$ cat src/rtl/ifetch_ctrl_if.sv
// ifetch_ctrl_if: groups the signals between the fetch controller and its
// neighbours: the PC register, instruction memory and the decode stage.
// master = fetch controller view, slave = environment view.
interface ifetch_ctrl_if;
   logic [31:0] pc_in;
   logic        pc_ena;
   logic        imem_req;
   logic [31:0] imem_addr;
   logic        imem_ack;
   logic [31:0] imem_rdata;
   logic        instr_valid;
   logic        instr_ready;
   logic [31:0] instr;
   logic [31:0] instr_pc;
   logic        fetch_err;

   modport master (
      input  pc_in, imem_ack, imem_rdata, instr_ready,
      output pc_ena, imem_req, imem_addr, instr_valid, instr, instr_pc, fetch_err
   );

   modport slave (
      output pc_in, imem_ack, imem_rdata, instr_ready,
      input  pc_ena, imem_req, imem_addr, instr_valid, instr, instr_pc, fetch_err
   );
endinterface

$ cat src/rtl/ifetch_ctrl.sv
// ifetch_ctrl: instruction-fetch controller. Latches the PC, runs a req/ack
// transaction to instruction memory, holds the fetched word until decode
// accepts it, then pulses pc_ena so the PC register loads the next PC.
// Optional feature macro: IFETCH_TIMEOUT_EN -- aborts a fetch that waits
// TIMEOUT_CYCLES cycles in REQ without ack and reports it as fetch_err.
module ifetch_ctrl #(
   parameter int unsigned TIMEOUT_CYCLES = 255
) (
   input  logic          clk,
   input  logic          rst,
   ifetch_ctrl_if.master bus
);

   if (TIMEOUT_CYCLES < 1 || TIMEOUT_CYCLES > 65535) begin : g_param_check
      $error("ifetch_ctrl: TIMEOUT_CYCLES must be in 1..65535");
   end

   typedef enum logic [1:0] {
      IDLE = 2'd0,
      ADV  = 2'd1,
      REQ  = 2'd2,
      HOLD = 2'd3
   } state_t;

   state_t      state_q, state_d;
   logic [31:0] addr_q;
   logic [31:0] instr_q;
   logic [31:0] instr_pc_q;
   logic        fetch_err_q;
   logic        pc_aligned;
   logic        ack_in_req;
   logic        timeout_hit;

   assign pc_aligned = (bus.pc_in[1:0] == 2'b00);
   assign ack_in_req = (state_q == REQ) && bus.imem_ack;

`ifdef IFETCH_TIMEOUT_EN
   logic [15:0] to_cnt_q;

   // Wait-cycle counter: cleared while in ADV (i.e. on entry to REQ), counts REQ cycles without ack.
   always_ff @(posedge clk or posedge rst) begin
      if (rst) begin
         to_cnt_q <= '0;
      end else if (state_q == ADV) begin
         to_cnt_q <= '0;
      end else if ((state_q == REQ) && !bus.imem_ack) begin
         to_cnt_q <= to_cnt_q + 16'd1;
      end
   end

   // The limit is reached in the cycle where this REQ cycle would be the
   // TIMEOUT_CYCLES-th one without ack; an ack in that cycle still wins.
   assign timeout_hit = (state_q == REQ) && !bus.imem_ack &&
                        (to_cnt_q == 16'(TIMEOUT_CYCLES - 1));
`else
   assign timeout_hit = 1'b0;
`endif

   // State register.
   always_ff @(posedge clk or posedge rst) begin
      // NOTE: sequential state uses non-blocking assignments so every flop
      // samples pre-edge values regardless of block evaluation order.
      if (rst) state_q <= IDLE;
      else     state_q <= state_d;
   end

   // Next-state logic.
   always_comb begin
      // NOTE: default assignment first so no path leaves state_d unassigned
      // (which would infer a latch).
      state_d = state_q;
      unique case (state_q)
         IDLE: state_d = ADV;
         ADV:  state_d = pc_aligned ? REQ : HOLD;
         REQ:  if (bus.imem_ack || timeout_hit) state_d = HOLD;
         HOLD: if (bus.instr_ready) state_d = ADV;
         default: state_d = IDLE;
      endcase
   end

   // Outputs decoded from registered state; pc_ena is the only one that also
   // looks at an input, so decode's accept loads the PC on the same edge.
   always_comb begin
      bus.imem_req    = (state_q == REQ);
      bus.instr_valid = (state_q == HOLD);
      bus.pc_ena      = (state_q == HOLD) && bus.instr_ready;
   end

   // Fetch datapath: address latch and the held instruction/result fields.
   always_ff @(posedge clk or posedge rst) begin
      // NOTE: these are a handful of output-visible flops, not a memory, so
      // all of them reset to give defined outputs straight out of reset.
      if (rst) begin
         addr_q      <= '0;
         instr_q     <= '0;
         instr_pc_q  <= '0;
         fetch_err_q <= 1'b0;
      end else begin
         if (state_q == ADV) begin
            addr_q <= bus.pc_in;
            if (!pc_aligned) begin
               instr_q     <= '0;
               instr_pc_q  <= bus.pc_in;
               fetch_err_q <= 1'b1;
            end
         end
         if (ack_in_req) begin
            instr_q     <= bus.imem_rdata;
            instr_pc_q  <= addr_q;
            fetch_err_q <= 1'b0;
         end else if (timeout_hit) begin
            instr_q     <= '0;
            instr_pc_q  <= addr_q;
            fetch_err_q <= 1'b1;
         end
      end
   end

   assign bus.imem_addr = addr_q;
   assign bus.instr     = instr_q;
   assign bus.instr_pc  = instr_pc_q;
   assign bus.fetch_err = fetch_err_q;

endmodule

$ cat src/flat_wrapper.sv
// flat-port wrapper written by rule: the top's interface ports become plain ports
module ifetch_ctrl_flat 
#(
   parameter int unsigned TIMEOUT_CYCLES = 255
)
  (clk, rst, bus_pc_in, bus_imem_ack, bus_imem_rdata, bus_instr_ready, bus_pc_ena, bus_imem_req, bus_imem_addr, bus_instr_valid, bus_instr, bus_instr_pc, bus_fetch_err);
  ifetch_ctrl_if bus_i ();
  input  logic clk;
  input  logic rst;
  input wire logic [$bits(bus_i.pc_in)-1:0] bus_pc_in;
  input wire logic [$bits(bus_i.imem_ack)-1:0] bus_imem_ack;
  input wire logic [$bits(bus_i.imem_rdata)-1:0] bus_imem_rdata;
  input wire logic [$bits(bus_i.instr_ready)-1:0] bus_instr_ready;
  output wire logic [$bits(bus_i.pc_ena)-1:0] bus_pc_ena;
  output wire logic [$bits(bus_i.imem_req)-1:0] bus_imem_req;
  output wire logic [$bits(bus_i.imem_addr)-1:0] bus_imem_addr;
  output wire logic [$bits(bus_i.instr_valid)-1:0] bus_instr_valid;
  output wire logic [$bits(bus_i.instr)-1:0] bus_instr;
  output wire logic [$bits(bus_i.instr_pc)-1:0] bus_instr_pc;
  output wire logic [$bits(bus_i.fetch_err)-1:0] bus_fetch_err;
  assign bus_i.pc_in = bus_pc_in;
  assign bus_i.imem_ack = bus_imem_ack;
  assign bus_i.imem_rdata = bus_imem_rdata;
  assign bus_i.instr_ready = bus_instr_ready;
  assign bus_pc_ena = bus_i.pc_ena;
  assign bus_imem_req = bus_i.imem_req;
  assign bus_imem_addr = bus_i.imem_addr;
  assign bus_instr_valid = bus_i.instr_valid;
  assign bus_instr = bus_i.instr;
  assign bus_instr_pc = bus_i.instr_pc;
  assign bus_fetch_err = bus_i.fetch_err;
  ifetch_ctrl #(.TIMEOUT_CYCLES(TIMEOUT_CYCLES)) u_core (.clk(clk), .rst(rst), .bus(bus_i));
endmodule
$ cat config.mk
export PLATFORM = sky130hd
export DESIGN_NAME = ifetch_ctrl_flat
export DESIGN_NICKNAME = d
export VERILOG_FILES = /design/src/rtl/ifetch_ctrl_if.sv /design/src/rtl/ifetch_ctrl.sv /design/src/flat_wrapper.sv
export SDC_FILE = /design/constraint.sdc
export NUM_CORES = 1
export LEC_CHECK = 0
export CORE_MARGIN = 8
export CORE_UTILIZATION = 43
export DETAILED_ROUTE_END_ITERATION = 8
export GPL_ROUTABILITY_DRIVEN = 1
export PLACE_DENSITY_LB_ADDON = 0.05
export SYNTH_ARGS = -nofsm -noshare
export SYNTH_HDL_FRONTEND = slang
export SYNTH_SLANG_ARGS = --single-unit
$ cat constraint.sdc
create_clock -name clk -period 3.76 [get_ports clk]
set_clock_uncertainty 0.15 [all_clocks]
set_input_delay 0.752 -clock clk [delete_from_list [all_inputs] [get_ports clk]]
set_output_delay 0.752 -clock clk [all_outputs]
set_load 0.005 [all_outputs]
# Yosys cells after proc, flatten, opt, wreduce, memory -nomap -nowiden
# Index checks and enable logic that the tools add are counted.
[op_classes] reduce_logical=7 n_eq_ne=6 n_mux=13
[op_table] cell="$mux 32" n=6
[op_table] cell="$pmux 2 s4" n=1
[op_table] cell="$ne 2x2->1 const B" n=3
[op_table] cell="$eq 2x2->1 const B" n=2
[op_table] cell="$logic_not 2->1" n=2
[op_table] cell="$mux 1" n=4
[op_table] cell="$mux 2" n=2
[op_table] cell="$reduce_and 2->1" n=2
[op_table] cell="$eq 2x1->1 const B" n=1
[op_table] cell="$logic_and 1x1->1" n=2
[op_table] cell="$reduce_bool 2->1" n=1
[word_totals] register_bits=99 in_bits=68 elab_cells=31

# Depth between registers and ports, before layout
[depth] depth_word=4 ltp_mapped=8 ltp_nobuf=5

# Worst setup path before layout
# Ideal clock, no wire load.
[synth_timing] kind="input to output" startpoint="input port bus_instr_ready" endpoint="output port bus_pc_ena" setup_slack_ns=1.981 stages=1 arrival_ns=0.877 path_buffers=0 t_required_ns=2.858 path_cell_list="and2_1"
[synth_between] elab_chain_cells=1
[synth_lines] element="from (decl)" line_no="flat_wrapper.sv:13" rtl="input wire logic [$bits(bus_i.instr_ready)-1:0] bus_instr_ready;"
[synth_lines] element="$logic_and 1x1->1" line_no="ifetch_ctrl.sv:86" rtl="bus.pc_ena = (state_q == HOLD) && bus.instr_ready;"
[synth_lines] element="to (decl)" line_no="flat_wrapper.sv:14" rtl="output wire logic [$bits(bus_i.pc_ena)-1:0] bus_pc_ena;"
# No other way between the ends.

# Worst setup path after layout
# Same ends and word-level chain as after synthesis.

==> impl_metrics.toml <==
[outcome]
status = "completed"

[floorplan]
dieArea_mm2 = 0.0128
die_w_um = 113
rows = 35
core_mm2 = 0.00920
io_pins = 168
dieHeight_um = 113
start_util = 0.441

[sta]
setup_ws_ns = 1.03
finalHoldViolCount = 0
grt_setup_unrepaired = "no"
max_slew_margin = 0.581
period_minus_slack_ns = 2.73
drv_slew = 0
whs_ns = 0.354
tns_ns = 0
worstMarginPinSlew_ns = 0.629
fmax_mhz = 366
fin_crit_sh = 0.726
setup_viol = 0

[worst_hold_path]
hold_class = "flop to flop"
hold_start = "u_core.bus.instr[18]$_DFFE_PP0P_"
hold_path_end = "u_core.bus.instr[18]$_DFFE_PP0P_"
hold_path_depth = 1

[logic_synthesis]
synth_cells = 304
yosysUniqueCellTypes = 19
yosysWarnings = 0
avgSynthCellArea_um2 = 13.3
synth_seq_area_share = 0.611
synth_nets = 376
synth_seq_cells = 99
synthesis.area_mm2 = 0.00406

[place]
place_area_mm2 = 0.00580
routabilityCongestion = 0.711
place_hpwl_mm = 8.00
place_ws_ns = 1.02
place_inst = 564
io_buffers = 167

[power]
total_power_mw = 5.14
leakagePower_nw = 2.77
power-per-cell-area_mw_per_mm2 = 853
ir_drop_uv = 430

[global_route]
grt_use_total = 0.173
grt_antenna_before_repair = 0
grt_pass1_wl_mm = 17.8
overflow = 0
grt_pass1_vias = 3180
grt_max_degree = 51

[clock_tree]
cts-root-buf = "clkbuf_8"
htree_levels = 3
cts_buffers = 9
cts_buffer_depth = 2
path_clk_slew_ns = 0.09
post_cts.repair.setup_buffers = 0
ctsResizeCount = 0
cts_sinks = 99
cts_tree = "yes"
hold_buffers = 0
clk_latency_ns = 0.35

[critical_path]
r2r_setup_slack_ns = 1.55
reg2reg_from = "u_core.state_q[0]$_DFFE_PP0P_"
startpoint_type = "input pin"
crit_path_end_kind = "output pin"
cp_max_fo = 2
r2r_cells = 6
arrival_ns = 1.83
worstSetupPathType = "input pin to output pin"
required_ns = 2.86
rr_endpoint = "u_core.bus.instr_pc[16]$_DFFE_PP0P_"

[cells_and_area]
final_common_cell = "clkdlybuf4s50_1"
drive_gt1_frac = 0.124
most-common-layout-cells = "clkdlybuf4s50_1 (167), dfrtp_1 (99), mux2i_1 (33)"
final_area_mm2 = 0.00603
fin_cells = 579
syn2layout_area_growth_pct = 48.6
diodes = 0
final_util = 0.655
layout.nets = 536
fill_cells = 759

[drt]
firstDrtPassIters = 4
wire_per_inst_um = 19.2
drtAntennaViolNets = 0
vias_per_cell = 5.26
vias = 3043
routed_wl_mm = 11.1
drt_iter0_drc = 100
drc = 0

[job]
max_cap_viol_count = 0
[layer usage]
metal / part of all wire / vias up / GRT usage
met1: 0.43 / 1529 / 0.216
met4: 0.0076 / 0 / 0.0426
met3: 0.076 / 6 / 0.0644
li1: - / 1415 / -
met2: 0.48 / 93 / 0.279
met5: 0 / - / 0
[area by class of cell]
type                    count  area, µm²  share of cell area
clock buffers              10        128              0.0212
clock inverters             5        103              0.0170
inverters                   5       21.3             0.00353
multi-input cells         175       1420               0.236
flip-flops and latches     99       2480               0.411
well taps                 111        139              0.0230
repair buffers            174       1740               0.288
[registers in the layout (all words and copies together) (netlist names)]
| register | cells |
|---|---|
| u_core.bus.imem_addr | 32 |
| u_core.bus.instr | 32 |
| u_core.bus.instr_pc | 32 |
| u_core.state_q | 2 |
| u_core.bus.fetch_err | 1 |
[cells in the mapped netlist]
| master | count | area, µm² |
|---|---|---|
| dfrtp_1 | 99 | 2480 |
| mux2i_1 | 33 | 330 |
| a22o_1 | 32 | 280 |
| mux2_2 | 32 | 360 |
| nand3_1 | 32 | 160 |
| o21ai_1 | 32 | 160 |
| buf_2 | 8 | 40.0 |
| clkbuf_1 | 8 | 30.0 |
| buf_4 | 6 | 45.0 |
| inv_1 | 5 | 18.8 |
| ha_1 | 4 | 50.1 |
| and2_1 | 3 | 18.8 |
| buf_6 | 3 | 33.8 |
| a21oi_1 | 2 | 10.0 |
| a2bb2oi_1 | 1 | 8.76 |
| nand2_1 | 1 | 3.75 |
| nor2b_1 | 1 | 6.26 |
| nor3_1 | 1 | 5.00 |
| o21ai_4 | 1 | 16.3 |
[critical path, cell delays in order]
cell and delay (ns):
clkdlybuf4s50_1 0.47, and2_1 0.12, clkdlybuf4s50_1 0.49
[worst max-delay path by stage]
stage | slack [ns] | endpoint | cells after the start | from
final | 1.03 | bus_pc_ena | 3 | bus_instr_ready
after global routing | 1.0 | bus_pc_ena | 3 | bus_instr_ready
after CTS | 1.02 | bus_pc_ena | 3 | bus_instr_ready
after detailed placement | 1.02 | bus_pc_ena | 3 | bus_instr_ready
after global placement | 1.02 | bus_pc_ena | 3 | bus_instr_ready
after floorplan | 0.27 | u_core.bus.fetch_err$_DFFE_PP0P_ | 1 | rst
[logic make-up after synthesis]
group,after synthesis,synth area share
AND/OR/NAND/NOR,38,0.0478
flip-flops,99,0.611
multiplexers,65,0.170
adder cells (fa/ha/maj),4,0.0123
buffers and inverters,30,0.0413
AO/OA/AOI/OAI,68,0.117
[power breakdown]
group | internal (mW) | switching [mW] | total, mW
combinational | 1.50 | 0.934 | 2.43
sequential | 1.59 | 0.326 | 1.92
clock | 0.438 | 0.356 | 0.793
total | 3.52 | 1.62 | 5.14
Power figures use the tool's default switching activity.
